**src/rtl/i2s_tx_if.sv**
```systemverilog
// Parallel sample-pair port of the I2S transmitter.
// Handshake: a {left_i, right_i} pair transfers on a rising clk edge where
// valid_i && ready_o. While ready_o is low the source must hold the pair.
interface i2s_tx_if #(
  parameter int WIDTH = 16
);
  logic [WIDTH-1:0] left_i;
  logic [WIDTH-1:0] right_i;
  logic             valid_i;
  logic             ready_o;

  modport master (
    output left_i,
    output right_i,
    output valid_i,
    input  ready_o
  );

  modport slave (
    input  left_i,
    input  right_i,
    input  valid_i,
    output ready_o
  );
endinterface

```
**src/rtl/i2s_tx.sv**
```systemverilog
// I2S master transmitter: buffers one left/right pair and serialises it
// MSB first in Philips format (WS leads each channel's MSB by one sclk).
module i2s_tx #(
  parameter int WIDTH   = 16,
  parameter int CLK_DIV = 2
) (
  input  logic    clk_i,
  input  logic    rst_i,
  i2s_tx_if.slave smp_i,
  output logic    sclk_o,
  output logic    ws_o,
  output logic    sdata_o,
  output logic    underrun_o
);
  localparam int FW    = 2 * WIDTH;
  localparam int DIV_W = (CLK_DIV > 1) ? $clog2(CLK_DIV) : 1;
  localparam int BIT_W = $clog2(FW);

  localparam logic [DIV_W-1:0] DIV_LAST = DIV_W'(CLK_DIV - 1);
  localparam logic [BIT_W-1:0] BIT_LAST = BIT_W'(FW - 1);
  localparam logic [BIT_W-1:0] WS_FIRST = BIT_W'(WIDTH - 1);
  localparam logic [BIT_W-1:0] WS_LAST  = BIT_W'(FW - 2);

  logic [DIV_W-1:0] div_cnt_q, div_cnt_d;
  logic             sclk_q, sclk_d;
  logic [BIT_W-1:0] bit_cnt_q, bit_cnt_d;
  logic [FW-1:0]    shift_q, shift_d;
  logic [FW-1:0]    buf_q, buf_d;
  logic             full_q, full_d;
  logic             armed_q, armed_d;
  logic             ws_q, ws_d;
  logic             sdata_q, sdata_d;
  logic             underrun_q, underrun_d;

  logic div_wrap;
  logic fall;
  logic load;
  logic accept;

  always_comb begin
    div_wrap = (div_cnt_q == DIV_LAST);
    fall     = div_wrap && sclk_q;
    load     = fall && (bit_cnt_q == BIT_LAST);
    accept   = smp_i.valid_i && !full_q;
  end

  always_comb begin
    div_cnt_d  = div_wrap ? '0 : div_cnt_q + DIV_W'(1);
    sclk_d     = div_wrap ? ~sclk_q : sclk_q;
    bit_cnt_d  = bit_cnt_q;
    shift_d    = shift_q;
    ws_d       = ws_q;
    sdata_d    = sdata_q;
    underrun_d = 1'b0;
    buf_d      = buf_q;
    full_d     = full_q;
    armed_d    = armed_q;

    // Serial state only moves on sclk falling edges so the DAC samples on rise.
    if (fall) begin
      bit_cnt_d = load ? '0 : bit_cnt_q + BIT_W'(1);
      if (load) begin
        shift_d    = full_q ? buf_q : '0;
        full_d     = 1'b0;
        underrun_d = !full_q && armed_q;
      end else begin
        shift_d = {shift_q[FW-2:0], 1'b0};
      end
      sdata_d = shift_d[FW-1];
      ws_d    = (bit_cnt_d >= WS_FIRST) && (bit_cnt_d <= WS_LAST);
    end

    // An accept coinciding with an empty-buffer load lands in the next frame.
    if (accept) begin
      buf_d   = {smp_i.left_i, smp_i.right_i};
      full_d  = 1'b1;
      armed_d = 1'b1;
    end
  end

  always_ff @(posedge clk_i) begin
    if (rst_i) begin
      div_cnt_q  <= '0;
      sclk_q     <= 1'b0;
      bit_cnt_q  <= BIT_LAST;
      shift_q    <= '0;
      buf_q      <= '0;
      full_q     <= 1'b0;
      armed_q    <= 1'b0;
      ws_q       <= 1'b0;
      sdata_q    <= 1'b0;
      underrun_q <= 1'b0;
    end else begin
      div_cnt_q  <= div_cnt_d;
      sclk_q     <= sclk_d;
      bit_cnt_q  <= bit_cnt_d;
      shift_q    <= shift_d;
      buf_q      <= buf_d;
      full_q     <= full_d;
      armed_q    <= armed_d;
      ws_q       <= ws_d;
      sdata_q    <= sdata_d;
      underrun_q <= underrun_d;
    end
  end

  assign smp_i.ready_o = ~full_q;
  assign sclk_o        = sclk_q;
  assign ws_o          = ws_q;
  assign sdata_o       = sdata_q;
  assign underrun_o    = underrun_q;
endmodule

```
**src/flat_wrapper.sv**
```systemverilog
// flat-port wrapper written by rule: the top's interface ports become plain ports
module i2s_tx_flat 
#(
  parameter int WIDTH   = 16,
  parameter int CLK_DIV = 2
)
  (clk_i, rst_i, sclk_o, ws_o, sdata_o, underrun_o, smp_i_left_i, smp_i_right_i, smp_i_valid_i, smp_i_ready_o);
  i2s_tx_if #(.WIDTH(WIDTH)) smp_i_i ();
  input  logic clk_i;
  input  logic rst_i;
  output logic sclk_o;
  output logic ws_o;
  output logic sdata_o;
  output logic underrun_o;
  input wire logic [$bits(smp_i_i.left_i)-1:0] smp_i_left_i;
  input wire logic [$bits(smp_i_i.right_i)-1:0] smp_i_right_i;
  input wire logic [$bits(smp_i_i.valid_i)-1:0] smp_i_valid_i;
  output wire logic [$bits(smp_i_i.ready_o)-1:0] smp_i_ready_o;
  assign smp_i_i.left_i = smp_i_left_i;
  assign smp_i_i.right_i = smp_i_right_i;
  assign smp_i_i.valid_i = smp_i_valid_i;
  assign smp_i_ready_o = smp_i_i.ready_o;
  i2s_tx #(.WIDTH(WIDTH), .CLK_DIV(CLK_DIV)) u_core (.clk_i(clk_i), .rst_i(rst_i), .smp_i(smp_i_i), .sclk_o(sclk_o), .ws_o(ws_o), .sdata_o(sdata_o), .underrun_o(underrun_o));
endmodule
```
**config.mk**
```make
export PLATFORM = sky130hd
export DESIGN_NAME = i2s_tx_flat
export DESIGN_NICKNAME = d
export VERILOG_FILES = /design/src/rtl/i2s_tx_if.sv /design/src/rtl/i2s_tx.sv /design/src/flat_wrapper.sv
export SDC_FILE = /design/constraint.sdc
export NUM_CORES = 1
export LEC_CHECK = 0
export BUFFER_PORTS_ARGS = -buffer_cell sky130_fd_sc_hd__buf_2
export CAP_MARGIN = 20
export CELL_PAD_IN_SITES_DETAIL_PLACEMENT = 1
export CELL_PAD_IN_SITES_GLOBAL_PLACEMENT = 1
export CORE_UTILIZATION = 42
export DETAILED_ROUTE_END_ITERATION = 8
export GPL_ROUTABILITY_DRIVEN = 0
export HOLD_SLACK_MARGIN = 0.03
export PLACE_DENSITY_LB_ADDON = 0.1
export SYNTH_ARGS = -nofsm -noshare
export SYNTH_HDL_FRONTEND = slang
export SYNTH_SLANG_ARGS = --single-unit
```
**constraint.sdc**
```tcl
create_clock -name clk_i -period 2.1 [get_ports clk_i]
set_clock_uncertainty 0.05 [all_clocks]
set_input_delay 0.21 -clock clk_i [delete_from_list [all_inputs] [get_ports clk_i]]
set_output_delay 0.21 -clock clk_i [all_outputs]
set_load 0.005 [all_outputs]
```
==> impl_results.md <==
* Area growth from synthesis to layout at 17.9%
* Worst EP required at 2.33 ns
* Diode count at 0
* Clock root buffer: clkbuf_8
* Most flops, register: u_core.buf_q
* Clk sinks at 75
* Via Count at 2679
* Synth Flop Type: dfxtp_1
* Startpoint type of the worst setup path: flop
* First-pass GRT wire length at 12300 um
* Mean area per synthesized cell at 8.05 um2
* # nets final at 453
* Max Cap Viol at 0
* CTS tree: done
* Die area at 7650 um2
* CP endpoint kind: flop
* Post-route DRC violation count at 0
* Netlist Area Pre-Place at 3070 um2
* Total GRT Usage at 20.6%
* Reg clk slew, reported paths at 0.08 ns
* Fraction of registers with async set/reset at 0%
* Reg-to-Reg End: u_core.ws_o$_SDFFE_PP0P_
* Wire length per cell at 14.0 um
* Worst R2R Start: u_core.bit_cnt_q[1]$_SDFFE_PP1P_
* Depth of the most critical reg-to-reg path at 6
* Syn Nets at 420
* Hold Violations, Final at 0
* Vias per std cell at 5.20
* Die H at 87.5 um
* Placed instance count at 499
* Max reg flops at 32
* Register bit total from synthesis at 75
* CTS buffer count at 9
* Register share of total power at 48.2%
* Worst Max-Slew Pin Slew at 0.431 ns
* H-tree levels at 3
* Initial DRT Pass Iterations at 4
* Crit path DAT at 2.24 ns
* Sequential fraction of the synthesis area at 48.9%
* Most frequent cell after synthesis: nand2_1
* Worst vdd ir at 0.458 mV
* Top cell type's share of synthesized area at 48.9%
* Min-Delay Path Depth at 3
* Period minus WS final at 2.01 ns
* Dominant cells by area after synthesis: dfxtp_1 (49%), nand2_1 (12%), nor2b_1 (6.7%)
* Layout cells sized above 1 at 18.9%
* Drt total wl at 7190 um
* Clk buf depth at 2
* Detailed placement HPWL at 4800 um
* R2R Setup Slk at 0.09 ns
* GRT overflow at 0
* DRT iter0 DRCs at 106
* Power per cell area at 867 nW/um2
* Largest area contributor in the netlist: dfxtp_1
* Clk network pwr share at 39.4%
* Row count at 30
* Antenna Nets Post-Route at 0
* Fmax at 0.498 GHz
* Tot Pwr at 3.14 mW
* Hold Path Class: input port to flop
* Port bufs at 39
* Sw power at 819 uW
* Pint at 2.32 mW
* Status: finished, final reports clean
* Leak Pwr at 1.34 nW
* Antenna violations before repair at 0
* Core box area at 6910 um2
* EDFF count, synth at 0
* Max Slew Vio Count at 0
* Post-Synthesis Cells at 381
* Commonest cells in the netlist: nand2_1 (99), dfxtp_1 (75), a21oi_1 (35)
* I/O pin total at 40
* Skew-Pair Late Insertion Delay at 0.35 ns
* Initial Util at 44.4%
* WHS Endpoint: u_core.buf_q[1]$_SDFFE_PP0P_
* Final setup violation count at 0
* Crit path max fanout at 11
* Chip Width at 87.5 um
* Hold_sp: smp_i_right_i[1]
* Gate power share at 12.4%
* Relative slew slack at 71.2%
* Fillers at 888
* CP Class: flop to flop
* Number of global-route vias before repair at 2704
* Hold WS at 0.0401 ns
* Fin cells at 515
* Regs by FF count: u_core.buf_q: 32 flops, u_core.shift_q: 31 flops, u_core.bit_cnt_q: 5 flops
* Sw Share at 26.1%
* Largest net degree at the start of global routing at 35
* Post-synthesis cell type count at 35
* Setup TNS at 0 ns
* Final period utilization at 95.7%
* Synth warnings at 0
-- metrics by stage --
stage	setup slack [ns]	instance area, um2	utilization (%)
after detailed placement	0.0370	3360	48.7
after global placement	0.208	3360	48.7
after CTS	-0.0107	3590	52.0
after global routing	-0.0267	3620	52.4
after floorplan	0.155	3070	-
final	0.0908	3620	52.4
-- how the worst max path moves through the flow --
stage / from / to / depth (start not counted)
finish: u_core.bit_cnt_q[1]$_SDFFE_PP1P_ / u_core.ws_o$_SDFFE_PP0P_ / 6
global route: u_core.bit_cnt_q[1]$_SDFFE_PP1P_ / u_core.shift_q[18]$_SDFFE_PP0P_ / 7
CTS: u_core.bit_cnt_q[1]$_SDFFE_PP1P_ / u_core.shift_q[18]$_SDFFE_PP0P_ / 7
detailed placement: u_core.bit_cnt_q[1]$_SDFFE_PP1P_ / u_core.shift_q[18]$_SDFFE_PP0P_ / 7
global placement: u_core.bit_cnt_q[1]$_SDFFE_PP1P_ / u_core.shift_q[6]$_SDFFE_PP0P_ / 7
floorplan: u_core.bit_cnt_q[0]$_SDFFE_PP1P_ / u_core.ws_o$_SDFFE_PP0P_ / 7
-- layer usage --
metal	vias up	global-route usage, %	share of wire (%)
li1	1350	-	-
met1	1287	24.1	47
met2	35	37.0	50
met3	7	4.83	2.5
met4	0	6.71	1.3
met5	-	0	0
-- cell type report --
cell class | count | area [um2] | area share, %
clock buffer | 10 | 138 | 3.81
clock inverter | 6 | 88.8 | 2.46
inverter | 4 | 15.0 | 0.415
multi-input combinational | 271 | 1440 | 39.9
sequential | 75 | 1500 | 41.5
tap | 96 | 120 | 3.32
timing repair buffer | 53 | 312 | 8.62
-- cells in the final DEF, fill, tap and decap left out, types with 2 or more instances in the layout --
| cell type | instances |
|---|---|
| a211o_1 | 4 |
| a21oi_1 | 35 |
| a221o_1 | 2 |
| a31oi_1 | 31 |
| buf_2 | 39 |
| buf_4 | 12 |
| bufinv_16 | 2 |
| clkbuf_8 | 10 |
| clkinvlp_4 | 2 |
| dfxtp_1 | 75 |
| ha_1 | 3 |
| inv_1 | 4 |
| nand2_1 | 99 |
| nand2b_1 | 2 |
| nor2_1 | 9 |
| nor2b_1 | 32 |
| o21ai_0 | 30 |
| o21ai_1 | 3 |
-- what timing repair did --
item,4_1_cts,5_1_grt
hold buffers,0,0
buffers inserted,0,0
gates resized for setup,0,5
setup endpoints to repair,2,32
pin swaps,0,0
-- power groups by stage --
stage               registers (mW)  logic, mW  clock network, mW
finish                        1.51      0.389               1.24
global route                  1.52      0.431               1.34
CTS                           1.51      0.369               1.27
detailed placement            1.54      0.366                  0
global placement              1.54      0.355                  0
floorplan                     1.53      0.252                  0
-- cells by family (layout without fill, tap and decap cells) --
family                     after synthesis  after routing  share of synthesized area [%]
AOI/OAI and AO/OA                      108            108                           20.4
and+or+nand+nor                        158            158                           23.9
adders and majority gates                4              4                           1.63
DFF                                     75             75                           48.9
buffers and inverters                   35             73                           4.85
xor gates and xnor gates                 1              1                          0.286
-- critical path, stage by stage (launching register included) --
cell and delay, ns:
dfxtp_1 0.37, ha_1 0.26, and3_1 0.24, ha_4 0.22, nor3_4 0.26, or3b_1 0.39, o211ai_2 0.15
No activity file was read; power rests on OpenSTA's default activity.
